File: config.mk
export PLATFORM = sky130hd
export DESIGN_NAME = dmem_access_ctrl_flat
export DESIGN_NICKNAME = d
export VERILOG_FILES = /design/src/rtl/dmem_access_ctrl_if.sv /design/src/rtl/dmem_access_ctrl.sv /design/src/flat_wrapper.sv
export SDC_FILE = /design/constraint.sdc
export NUM_CORES = 1
export LEC_CHECK = 0
export ABC_AREA = 1
export CORE_UTILIZATION = 28
export DETAILED_ROUTE_END_ITERATION = 7
export SYNTH_ARGS = -nofsm -noshare
export SYNTH_HDL_FRONTEND = slang
export SYNTH_SLANG_ARGS = --single-unit
File: constraint.sdc
create_clock -name clk -period 2.4 [get_ports clk]
set_clock_uncertainty 0.1 [all_clocks]
set_input_delay 0.48 -clock clk [delete_from_list [all_inputs] [get_ports clk]]
set_output_delay 0.48 -clock clk [all_outputs]
set_load 0.02 [all_outputs]
File: src/rtl/dmem_access_ctrl_if.sv
// Request/response bus between the data-memory access controller and the data memory.
// The master side issues requests and consumes responses; the slave side is the memory.
interface dmem_access_ctrl_if #(
    parameter int ADDR_W = 32,
    parameter int DATA_W = 32
);
    logic                  req_valid;
    logic                  req_ready;
    logic                  req_we;
    logic [ADDR_W-1:0]     req_addr;
    logic [DATA_W-1:0]     req_wdata;
    logic [DATA_W/8-1:0]   req_wstrb;
    logic                  rsp_valid;
    logic [DATA_W-1:0]     rsp_data;
    logic                  rsp_err;

    modport master (
        output req_valid, req_we, req_addr, req_wdata, req_wstrb,
        input  req_ready, rsp_valid, rsp_data, rsp_err
    );

    modport slave (
        input  req_valid, req_we, req_addr, req_wdata, req_wstrb,
        output req_ready, rsp_valid, rsp_data, rsp_err
    );
endinterface

File: src/rtl/dmem_access_ctrl.sv
// Runs one data-memory transaction per MEM-stage instruction, stalling the core until the
// memory answers, with a response timeout and a word-alignment guard.
module dmem_access_ctrl #(
    parameter int ADDR_W         = 32,
    parameter int DATA_W         = 32,
    parameter int TIMEOUT_CYCLES = 256,
    parameter int ALIGN_CHECK    = 1
) (
    input  logic                clk,
    input  logic                rst_n,
    input  logic [ADDR_W-1:0]   mem_addr_i,
    input  logic [DATA_W-1:0]   mem_write_data_i,
    input  logic                mem_wen_i,
    input  logic [DATA_W/8-1:0] mem_wstrb_i,
    input  logic                mem_ren_i,
    dmem_access_ctrl_if.master  bus,
    output logic                stall_o,
    output logic [DATA_W-1:0]   mem_read_data_o,
    output logic                access_err_o
);
    localparam int CNT_W = (TIMEOUT_CYCLES > 0) ? $clog2(TIMEOUT_CYCLES + 1) : 1;
    localparam logic [CNT_W-1:0] TMO_LAST = CNT_W'((TIMEOUT_CYCLES > 0) ? TIMEOUT_CYCLES - 1 : 0);
    localparam logic [CNT_W-1:0] CNT_MAX  = '1;

    typedef enum logic [1:0] {IDLE, REQ, RESP, DONE} state_t;

    state_t                r_state;
    state_t                w_next;
    logic                  r_we;
    logic [ADDR_W-1:0]     r_addr;
    logic [DATA_W-1:0]     r_wdata;
    logic [DATA_W/8-1:0]   r_wstrb;
    logic [DATA_W-1:0]     r_rdata;
    logic                  r_err;
    logic [CNT_W-1:0]      r_cnt;

    logic w_any;
    logic w_misalign;
    logic w_tmo;
    logic w_req_valid;
    logic w_stall;
    logic w_capture;
    logic w_complete;
    logic w_abort;

    assign w_any      = mem_wen_i || mem_ren_i;
    assign w_misalign = (ALIGN_CHECK != 0) && (&mem_wstrb_i) && (mem_addr_i[1:0] != 2'b00);
    assign w_tmo      = (TIMEOUT_CYCLES != 0) && (r_cnt == TMO_LAST);

    always_comb begin
        w_next      = r_state;
        w_req_valid = 1'b0;
        w_stall     = 1'b0;
        w_capture   = 1'b0;
        w_complete  = 1'b0;
        w_abort     = 1'b0;
        case (r_state)
            IDLE: begin
                if (w_any) begin
                    // Gate with reset so the core is never held while the block is in reset.
                    w_stall   = rst_n;
                    w_capture = 1'b1;
                    w_next    = w_misalign ? DONE : REQ;
                end
            end
            REQ: begin
                w_stall     = 1'b1;
                w_req_valid = !w_tmo;
                if (w_req_valid && bus.req_ready) begin
                    if (bus.rsp_valid) begin
                        w_complete = 1'b1;
                        w_next     = DONE;
                    end else begin
                        w_next = RESP;
                    end
                end else if (w_tmo) begin
                    w_abort = 1'b1;
                    w_next  = DONE;
                end
            end
            RESP: begin
                w_stall = 1'b1;
                if (bus.rsp_valid) begin
                    w_complete = 1'b1;
                    w_next     = DONE;
                end else if (w_tmo) begin
                    w_abort = 1'b1;
                    w_next  = DONE;
                end
            end
            DONE:    w_next = IDLE;
            default: w_next = IDLE;
        endcase
    end

    always_ff @(posedge clk or negedge rst_n) begin
        if (!rst_n) begin
            r_state <= IDLE;
            r_we    <= 1'b0;
            r_addr  <= '0;
            r_wdata <= '0;
            r_wstrb <= '0;
            r_rdata <= '0;
            r_err   <= 1'b0;
            r_cnt   <= '0;
        end else begin
            r_state <= w_next;
            if (r_state == IDLE) begin
                r_cnt <= '0;
            end else if ((r_state == REQ || r_state == RESP) && r_cnt != CNT_MAX) begin
                r_cnt <= r_cnt + CNT_W'(1);
            end
            // A write+read conflict or a misaligned word access is flagged up front.
            if (w_capture) begin
                r_we    <= mem_wen_i;
                r_addr  <= mem_addr_i;
                r_wdata <= mem_write_data_i;
                r_wstrb <= mem_wen_i ? mem_wstrb_i : '0;
                r_err   <= (mem_wen_i && mem_ren_i) || w_misalign;
                if (w_misalign) r_rdata <= '0;
            end
            if (w_complete) begin
                if (!r_we) r_rdata <= bus.rsp_err ? '0 : bus.rsp_data;
                r_err <= r_err || bus.rsp_err;
            end
            if (w_abort) begin
                r_rdata <= '0;
                r_err   <= 1'b1;
            end
        end
    end

    assign bus.req_valid   = w_req_valid;
    assign bus.req_we      = r_we;
    assign bus.req_addr    = r_addr;
    assign bus.req_wdata   = r_wdata;
    assign bus.req_wstrb   = r_wstrb;
    assign stall_o         = w_stall;
    assign mem_read_data_o = r_rdata;
    assign access_err_o    = (r_state == DONE) && r_err;
endmodule

File: src/flat_wrapper.sv
// flat-port wrapper written by rule: the top's interface ports become plain ports
module dmem_access_ctrl_flat 
#(
    parameter int ADDR_W         = 32,
    parameter int DATA_W         = 32,
    parameter int TIMEOUT_CYCLES = 256,
    parameter int ALIGN_CHECK    = 1
)
  (clk, rst_n, mem_addr_i, mem_write_data_i, mem_wen_i, mem_wstrb_i, mem_ren_i, stall_o, mem_read_data_o, access_err_o, bus_req_valid, bus_req_we, bus_req_addr, bus_req_wdata, bus_req_wstrb, bus_req_ready, bus_rsp_valid, bus_rsp_data, bus_rsp_err);
  dmem_access_ctrl_if #(.ADDR_W(ADDR_W), .DATA_W(DATA_W)) bus_i ();
  input  logic clk;
  input  logic rst_n;
  input  logic [ADDR_W-1:0] mem_addr_i;
  input  logic [DATA_W-1:0] mem_write_data_i;
  input  logic mem_wen_i;
  input  logic [DATA_W/8-1:0] mem_wstrb_i;
  input  logic mem_ren_i;
  output logic stall_o;
  output logic [DATA_W-1:0] mem_read_data_o;
  output logic access_err_o;
  output wire logic [$bits(bus_i.req_valid)-1:0] bus_req_valid;
  output wire logic [$bits(bus_i.req_we)-1:0] bus_req_we;
  output wire logic [$bits(bus_i.req_addr)-1:0] bus_req_addr;
  output wire logic [$bits(bus_i.req_wdata)-1:0] bus_req_wdata;
  output wire logic [$bits(bus_i.req_wstrb)-1:0] bus_req_wstrb;
  input wire logic [$bits(bus_i.req_ready)-1:0] bus_req_ready;
  input wire logic [$bits(bus_i.rsp_valid)-1:0] bus_rsp_valid;
  input wire logic [$bits(bus_i.rsp_data)-1:0] bus_rsp_data;
  input wire logic [$bits(bus_i.rsp_err)-1:0] bus_rsp_err;
  assign bus_req_valid = bus_i.req_valid;
  assign bus_req_we = bus_i.req_we;
  assign bus_req_addr = bus_i.req_addr;
  assign bus_req_wdata = bus_i.req_wdata;
  assign bus_req_wstrb = bus_i.req_wstrb;
  assign bus_i.req_ready = bus_req_ready;
  assign bus_i.rsp_valid = bus_rsp_valid;
  assign bus_i.rsp_data = bus_rsp_data;
  assign bus_i.rsp_err = bus_rsp_err;
  dmem_access_ctrl #(.ADDR_W(ADDR_W), .DATA_W(DATA_W), .TIMEOUT_CYCLES(TIMEOUT_CYCLES), .ALIGN_CHECK(ALIGN_CHECK)) u_core (.clk(clk), .rst_n(rst_n), .mem_addr_i(mem_addr_i), .mem_write_data_i(mem_write_data_i), .mem_wen_i(mem_wen_i), .mem_wstrb_i(mem_wstrb_i), .mem_ren_i(mem_ren_i), .bus(bus_i), .stall_o(stall_o), .mem_read_data_o(mem_read_data_o), .access_err_o(access_err_o));
endmodule
; Word-level counts from Yosys, hierarchy flattened
; Cells that the tools add are included.
[word_totals]
output_inout_bits = 104
input_bits = 107
ff_bits = 113
word_cells = 62
[op_classes]
reduce_logical = 16
n_eq_ne = 6
n_mux = 31
n_addsub = 1
[op_table]
columns = op, count
row1 = two-way mux 32 bit, 6
row2 = two-way mux 9 bit, 2
row3 = two-way mux 1 bit, 13
row4 = two-way mux 2 bit, 5
row5 = "adder 9 x 1 -> 9 bit, second input constant", 1
row6 = "== test 9 x 8 -> 1 bit, second input constant", 1
row7 = "inequality test 9 bit, second input constant", 1
row8 = case mux 2 bit (4 select lines), 1
row9 = case mux 1 bit (2 select lines), 3
row10 = logical AND 1 bit, 5
row11 = "== test 2 bit, second input constant", 2
row12 = logical OR 1 bit, 4
row13 = two-way mux 4 bit, 1
row14 = AND reduction 4 bit, 1
row15 = nonzero test 2 bit, 2
row16 = nonzero test 3 bit, 1
row17 = "== test 2 x 1 -> 1 bit, second input constant", 1
row18 = zero test 2 bit, 1
row19 = "inequality test 2 x 1 -> 1 bit, second input constant", 1
row20 = OR reduction 2 bit, 1
row21 = zero test 1 bit, 1

; Longest topological paths before layout
; Gate-level depths: netlist of run 1.
[depth]
depth_word = 7
depth_mapped = 13
depth_no_buf = 13

; Worst setup path before layout of run 1
; Ideal clock, no wire load.
[synth_timing]
path_type = register to output
from = register u_core.r_state[0]
to = output stall_o
path_stages_with_launch = 8
path_buffers = 1
required_ns = 1.820
slack_ns = 0.235
arrival_time_ns = 1.585
path_cell_list = dfrtp_1 inv_1 ha_1 inv_2 nor2_4 buf_4 nand2_1 a21oi_1
[synth_via]
elab_chain_len = 3
word_cells_on_any_way = 5
cone_classes = 2 x eq/ne / 1 x mux / 2 x reduce/logical
[synth_rtl]
columns = element, line
row1 = "start, declared", dmem_access_ctrl.sv:27  ; state_t r_state;
row2 = "start signal, assigned", dmem_access_ctrl.sv:107  ; r_state <= w_next;
row3 = == test 2 bit / == test 2 x 1 -> 1 bit (equally long branches), dmem_access_ctrl.sv:57  ; case (r_state)
row4 = OR reduction 2 bit (no source line), --
row5 = case mux 1 bit (2 select lines) *, dmem_access_ctrl.sv:57
row6 = "end, declared", flat_wrapper.sv:18  ; output logic stall_o;
; Mark *: on every way between the ends. The rest lies on a longest branch, timed or not.

; Final worst setup path of run 1
[layout_timing]
from = register u_core.r_cnt[5]
to = output bus_req_valid
[layout_via]
elab_chain_len = 3
[layout_rtl]
columns = element, line
row1 = "start, declared", dmem_access_ctrl.sv:35  ; logic [CNT_W-1:0] r_cnt;
row2 = "start signal, assigned", dmem_access_ctrl.sv:111  ; r_cnt <= r_cnt + CNT_W'(1);
row3 = == test 9 x 8 -> 1 bit, dmem_access_ctrl.sv:48  ; assign w_tmo = (TIMEOUT_CYCLES != 0) && (r_cnt == TMO_LAST);
row4 = zero test 1 bit, dmem_access_ctrl.sv:68  ; w_req_valid = !w_tmo;
row5 = two-way mux 1 bit, dmem_access_ctrl.sv:57
row6 = "end, declared", flat_wrapper.sv:21  ; output wire logic [$bits(bus_i.req_valid)-1:0] bus_req_valid;
; No other way between the ends.

==> summary.md, run 1 <==
| Metric | Value |
|---|---|
| Outcome | finished with violations |
| Worst reg2reg path depth | 12 |
| Fmax | 443 MHz |
| Crit path DAT | 1.68 ns |
| Vias in the first global route | 4,936 |
| Initial Util | 0.285 |
| Max-cap violation count | 0 |
| Clock latency on the worst-skew pair | 0.41 ns |
| Total Power | 0.0117 W |
| Largest net degree at the start of global routing | 64 |
| Pleak | 4.36 nW |
| Ports | 211 |
| Final setup TNS | 0 ns |
| First-pass GRT wire length | 25.9 mm |
| Routed via count | 5,060 |
| Final Hold Viols | 0 |
| CP Launch Point | u_core.r_cnt[5]$_DFFE_PN0P_ |
| Fin nets | 1,026 |
| Buffers on Ports | 210 |
| Antenna violations before repair | 0 |
| R2R Path End | u_core.mem_read_data_o[10]$_DFF_PN0_ |
| Routability congestion estimate from global placement | 0.750 |
| DP Area | 0.00772 mm2 |
| CTS clk-pin slew, worst paths | 0.06 ns |
| PD cells | 1400 mW/mm2 |
| Final instance area | 0.00837 mm2 |
| DRT iter0 DRCs | 231 |
| Worst setup EP type | primary output |
| WS Path Type | reg2out |
| Routed WL per cell | 13.7 um |
| Cts-stage hold buffer count | 0 |
| TritonCTS Buffers | 17 |
| Synth Register Bits | 113 |
| Share of cells above drive strength 1 | 0.0824 |
| DRC | 1 |
| Min-delay worst type | in2async |
| Crit path time final | 2.26 ns |
| Leading cell type in the layout, fill and taps excluded | nand2_1 |
| Worst hold slack | 0.142 ns |
| Vias per cell | 4.38 |
| Diode count | 0 |
| Sequential fraction of the synthesis area | 0.532 |
| Most frequent cells in the layout | nand2_1 (360), clkdlybuf4s50_1 (206), dfrtp_1 (113) |
| Cell Area, Synth | 0.00532 mm2 |
| DRT Pass-1 Iters | 7 |
| R2r setup slk | 0.31 ns |
| TritonCTS clock tree | yes |
| Max Slew Vio Count | 0 |
| Final Cycle Share | 0.940 |
| Post-Synthesis Cells | 697 |
| Max FO, Critical Path | 3 |
| Die H | 140 um |
| H-tree Lvls | 4 |
| Core ar. | 0.0186 mm2 |
| Critical Path RT | 1.82 ns |
| Core Rows | 50 |
| Congestion Overflow GR | 0 |
| Failing checks | design-rule violations |
| Yosys warning count | 0 |
| Maximum VDD drop | 0.487 mV |
| Overall global routing resource usage | 0.169 |
| Routed WL | 15.9 mm |
| Final-report setup violation count | 0 |
| Post-route ant nets | 0 |
| Clock Sinks | 113 |
| Worst R2R Start | u_core.r_cnt[1]$_DFFE_PN0P_ |
| Syn Area/Cell | 7.63 um2 |
| P&R area growth vs syn | 57.6% |
| Worst slew pin tran | 0.761 ns |
| Setup crit start kind | register |
| Yosys cell types | 24 |
| Die Width | 140 um |
| Hpwl dp | 10.7 mm |
| CTS Root Cell | clkbuf_16 |
| Syn Nets | 813 |
| Die Area | 0.0195 mm2 |
| CTS max path bufs | 2 |
| Max-slew headroom | 0.493 |
| Post-layout util | 0.449 |
## layer usage
metal  global-route usage  vias to the layer above  part of all wire  routed length [um]
li1                     -                     2559                 -                   -
met1                0.211                     2319              0.45                7100
met2                0.271                      168              0.46                7270
met3               0.0619                       14             0.084                1340
met4               0.0538                        0             0.011                 176
met5                    0                        -                 0                   0
## where the power goes
| part | switching [W] | total, W | internal (W) |
|---|---|---|---|
| clock network | 0.000905 | 0.00272 | 0.00181 |
| registers | 0.000481 | 0.00329 | 0.00281 |
| logic | 0.00324 | 0.00572 | 0.00249 |
## worst max-delay path by stage
stage	to	slack, ns	cells past startpoint
detailed placement	stall_o	-0.09	6
CTS	access_err_o	0.02	5
finish	bus_req_valid	0.14	7
floorplan	stall_o	0.24	7
global placement	stall_o	-0.08	6
global route	bus_req_valid	-0.005	6
## synth_stat cells (all sizes together)
library cell / n / area [um2]
buf: 25 / 150
o31ai: 1 / 7.51
a21oi: 5 / 25.0
nor2: 48 / 190
o21ai: 8 / 40.0
nor3: 2 / 10.0
clkinv: 2 / 7.51
dfrtp: 113 / 2830
nand3: 22 / 123
nand2: 361 / 1360
inv: 56 / 210
clkbuf: 12 / 45.0
xor2: 1 / 8.76
nand4: 32 / 200
ha: 9 / 113
## timing repair
item | in CTS | in global routing
resized for setup | 9 | 6
cloned | 0 | 0
setup endpoints to repair | 2 | 4
setup buffers | 0 | 1
pin swaps | 0 | 1
endpoints found under the hold margin | 0 | 0
## metrics by stage
stage | std cells | setup slack, ns
2_1_floorplan | 697 | 0.235
3_3_place_gp | 1124 | -0.0826
3_5_place_dp | 1124 | -0.0925
4_1_cts | 1155 | 0.0247
5_1_grt | 1156 | -0.00514
6_report | 1156 | 0.144
## logic make-up (layout without fill, tap and decap cells)
| group | Yosys count | count (layout) | share of synthesized area |
|---|---|---|---|
| compound gates | 14 | 14 | 0.0137 |
| xor+xnor | 1 | 1 | 0.00165 |
| fa+ha+maj | 9 | 9 | 0.0212 |
| buf+inv | 95 | 320 | 0.0777 |
| flops | 113 | 113 | 0.532 |
| simple gates | 465 | 465 | 0.354 |
## critical path, cell delays in order, from the launching register on
cell and delay, ns:
dfrtp_1 0.38, nand2_1 0.06, nor2_1 0.12, nand2_1 0.10, nor2_2 0.17, ha_2 0.23, nor2_1 0.05, buf_2 0.16
## sequential cells by signal, indices dropped and copies added, names as in the netlist
signal                  count
u_core.bus.req_addr        32
u_core.bus.req_wdata       32
u_core.mem_read_data_o     32
u_core.r_cnt                9
u_core.bus.req_wstrb        4
u_core.r_state              2
u_core.bus.req_we           1
u_core.r_err                1
## area by class of cell
type,instances,area (um2)
Inverter,58,218
Clock inverter,9,155
Tap cell,234,293
Fill cell,1896,10300
Timing Repair Buffer,231,2310
Sequential cell,113,2830
Multi-Input combinational cell,489,2090
Clock buffer,22,474
Power figures use the tool's default switching activity.
==> run 2: changes to the inputs <==
Settings changed: CTS_CLUSTER_SIZE set to 30.
==> results of run 2 <==
No change in the layout: final DEF, timing and power equal those of run 1.
==> run 3: changes to the inputs <==
Settings changed: CORE_UTILIZATION 28 to 44, PLACE_DENSITY set to 0.81.
Clock period 2.4 ns to 2.12 ns, I/O delays scaled along.
==> run 3 against run 2 <==
The run ends with design-rule violations, negative hold slack left; sequential power increased by 13%; wire length down 1.9%; first-iteration DRC count up 89%; worst setup slack got worse by 0.14 ns; total power is 12% higher; clock power is 1% lower; critical endpoint unchanged; clock-buffer cell count rose by 6; core utilization increased by 28 points; critical path depth is 1 lower; sequential share of layout area fell by 0.39 points; combinational power increased by 17%.
==> summary.md, run 3 (synthesis results as in run 1) <==
| Metric | Value |
|---|---|
| Setup crit start kind | register |
| Max-cap violation count | 0 |
| Max Slew Vio Count | 0 |
| Routed WL per cell | 14.4 um |
| Crit path time final | 2.11 ns |
| Failing checks | design-rule violations, negative hold slack |
| Hpwl dp | 10.1 mm |
| CTS max path bufs | 2 |
| Placement Setup Slack | -0.242 ns |
| Max-slew headroom | 0.575 |
| Clock Sinks | 113 |
| Die Width | 112 um |
| Maximum VDD drop | 0.806 mV |
| Die Area | 0.0125 mm2 |
| P&R area growth vs syn | 59.4% |
| Final Cycle Share | 0.996 |
| Cell family with most CP delay | adder cells |
| Antenna violations before repair | 1 |
| Most frequent CP cell | ha_2 |
| Die H | 112 um |
| Max stage delay on crit path | 0.38 ns |
| Worst hold slack | -0.00610 ns |
| Core Rows | 39 |
| TritonCTS clock tree | yes |
| DRT iter0 DRCs | 436 |
| Worst slew pin tran | 0.637 ns |
| WP buf/inv | 1 |
| DRT Pass-1 Iters | 8 |
| Initial Util | 0.458 |
| Core ar. | 0.0116 mm2 |
| Congestion Overflow GR | 0 |
| CTS Root Cell | clkbuf_16 |
| CTS clk-pin slew, worst paths | 0.05 ns |
| Unrepaired setup endpoints after global routing | yes |
| TritonCTS Buffers | 17 |
| Overall global routing resource usage | 0.252 |
| Min-delay worst type | in2async |
| Final Hold Viols | 9 |
| DRC | 20 |
| Max FO, Critical Path | 2 |
| Critical Path RT | 1.60 ns |
| Pleak | 4.44 nW |
| WS Path Type | reg2out |
| H-tree Lvls | 4 |
| Vias per cell | 4.85 |
| Routability congestion estimate from global placement | 0.776 |
| Worst setup EP type | primary output |
| Buffers on Ports | 210 |
| Largest net degree at the start of global routing | 114 |
| Most frequent cells in the layout | nand2_1 (357), clkdlybuf4s50_1 (206), dfrtp_1 (113) |
| Routed WL | 15.6 mm |
| Fin nets | 1,044 |
| Final setup margin | 0.00745 ns |
| Post-layout util | 0.730 |
| Clock latency on the worst-skew pair | 0.40 ns |
| Final-report setup violation count | 0 |
| Share of cells above drive strength 1 | 0.109 |
| CP max-delay cell | dfrtp_1 |
| Crit path DAT | 1.59 ns |
| Post-route ant nets | 0 |
| First-pass GRT wire length | 24.8 mm |
| Critical Path, Cell by Cell | ha_2 > nand3_4 > nor2_4 > ha_2 > nor2_2 > buf_6 |
| PD cells | 1550 mW/mm2 |
| Cts-stage hold buffer count | 0 |
| Fmax | 473 MHz |
| Vias in the first global route | 5,037 |
| Routed via count | 5,259 |
| Ports | 211 |
| Outcome | finished with violations |
| Leading cell type in the layout, fill and taps excluded | nand2_1 |
==> run 3: cell types whose count changed in the layout (fill, tap and decap cells not counted), sizes merged <==
| cell | previous run | this run |
|---|---|---|
| buf | 24 | 40 |
| bufinv | 4 | 1 |
| clkbuf | 22 | 31 |
| clkinv | 6 | 4 |
| diode | 0 | 1 |
| dlymetal6s2s | 1 | 0 |
==> run 3: where the power goes <==
| part | switching [W] | internal (W) |
|---|---|---|
| registers | 0.000539 | 0.00318 |
| clock network | 0.000922 | 0.00176 |
| logic | 0.00378 | 0.00293 |
| total | 0.00524 | 0.00787 |
==> run 3: layer usage <==
layer  wire [um]  track usage  up-vias  share of wire
met5           0            0        -              0
met4         308       0.0991        0          0.020
met3        1360       0.0719       23          0.087
met2        7670        0.414      222           0.49
met1        6250        0.314     2412           0.40
li1            -            -     2602              -
==> run 3: layout make-up <==
cell class | count | area [um2]
diodes | 1 | 2.50
clock inverters | 4 | 47.5
multi-input cells | 489 | 2160
well taps | 143 | 179
flip-flops and latches | 113 | 2830
fillers | 876 | 3140
clock buffers | 28 | 517
repair buffers | 249 | 2520
inverters | 58 | 218
==> run 3: path summary, 6_finish.rpt <==
check                                                 endpoint  cells past startpoint                           startpoint  slack (ns)
max in group asynchronous  u_core.mem_read_data_o[1]$_DFF_PN0_                      2                                rst_n        1.41
setup reg to reg           u_core.mem_read_data_o[6]$_DFF_PN0_                     13          u_core.r_cnt[0]$_DFFE_PN0P_        0.10
min in group clk           u_core.bus.req_addr[18]$_DFFE_PN0P_                      2  u_core.bus.req_addr[18]$_DFFE_PN0P_        0.36
hold / removal                     u_core.r_cnt[1]$_DFFE_PN0P_                      2                                rst_n      -0.006
hold reg to reg            u_core.bus.req_addr[18]$_DFFE_PN0P_                      2  u_core.bus.req_addr[18]$_DFFE_PN0P_        0.36
setup / recovery                                 bus_req_valid                      6          u_core.r_cnt[0]$_DFFE_PN0P_       0.007
==> run 3: metrics by stage <==
stage                     instances  area (um2)  setup TNS [ns]  hold slack (ns)  power [W]
after floorplan                 697        5320               0           0.0284    0.00718
after global placement         1047        7740           -1.20            0.353     0.0101
after detailed placement       1047        7740           -2.34            0.357     0.0103
after CTS                      1079        8300         -0.0150           0.0594     0.0130
after global routing           1085        8470         -0.0584           0.0772     0.0140
final                          1085        8470               0         -0.00610     0.0131
==> run 3: timing repair <==
item,in CTS,in global routing
endpoints found under the setup margin,30,37
endpoints found under the hold margin,0,0
buffers inserted,0,2
gates cloned,0,3
gates resized for setup,12,27
pin swaps,1,7
==> run 3: worst register-to-register path: stages (launching register included) <==
cell       delay [ns]
dfrtp_1          0.38
ha_2             0.21
nand3_4          0.08
nor2_4           0.04
buf_4            0.14
ha_4             0.16
inv_1            0.06
nand3_2          0.09
nand2_4          0.13
nand3_4          0.14
clkbuf_16        0.21
nand2_1          0.07
inv_1            0.03
nor2_1           0.08
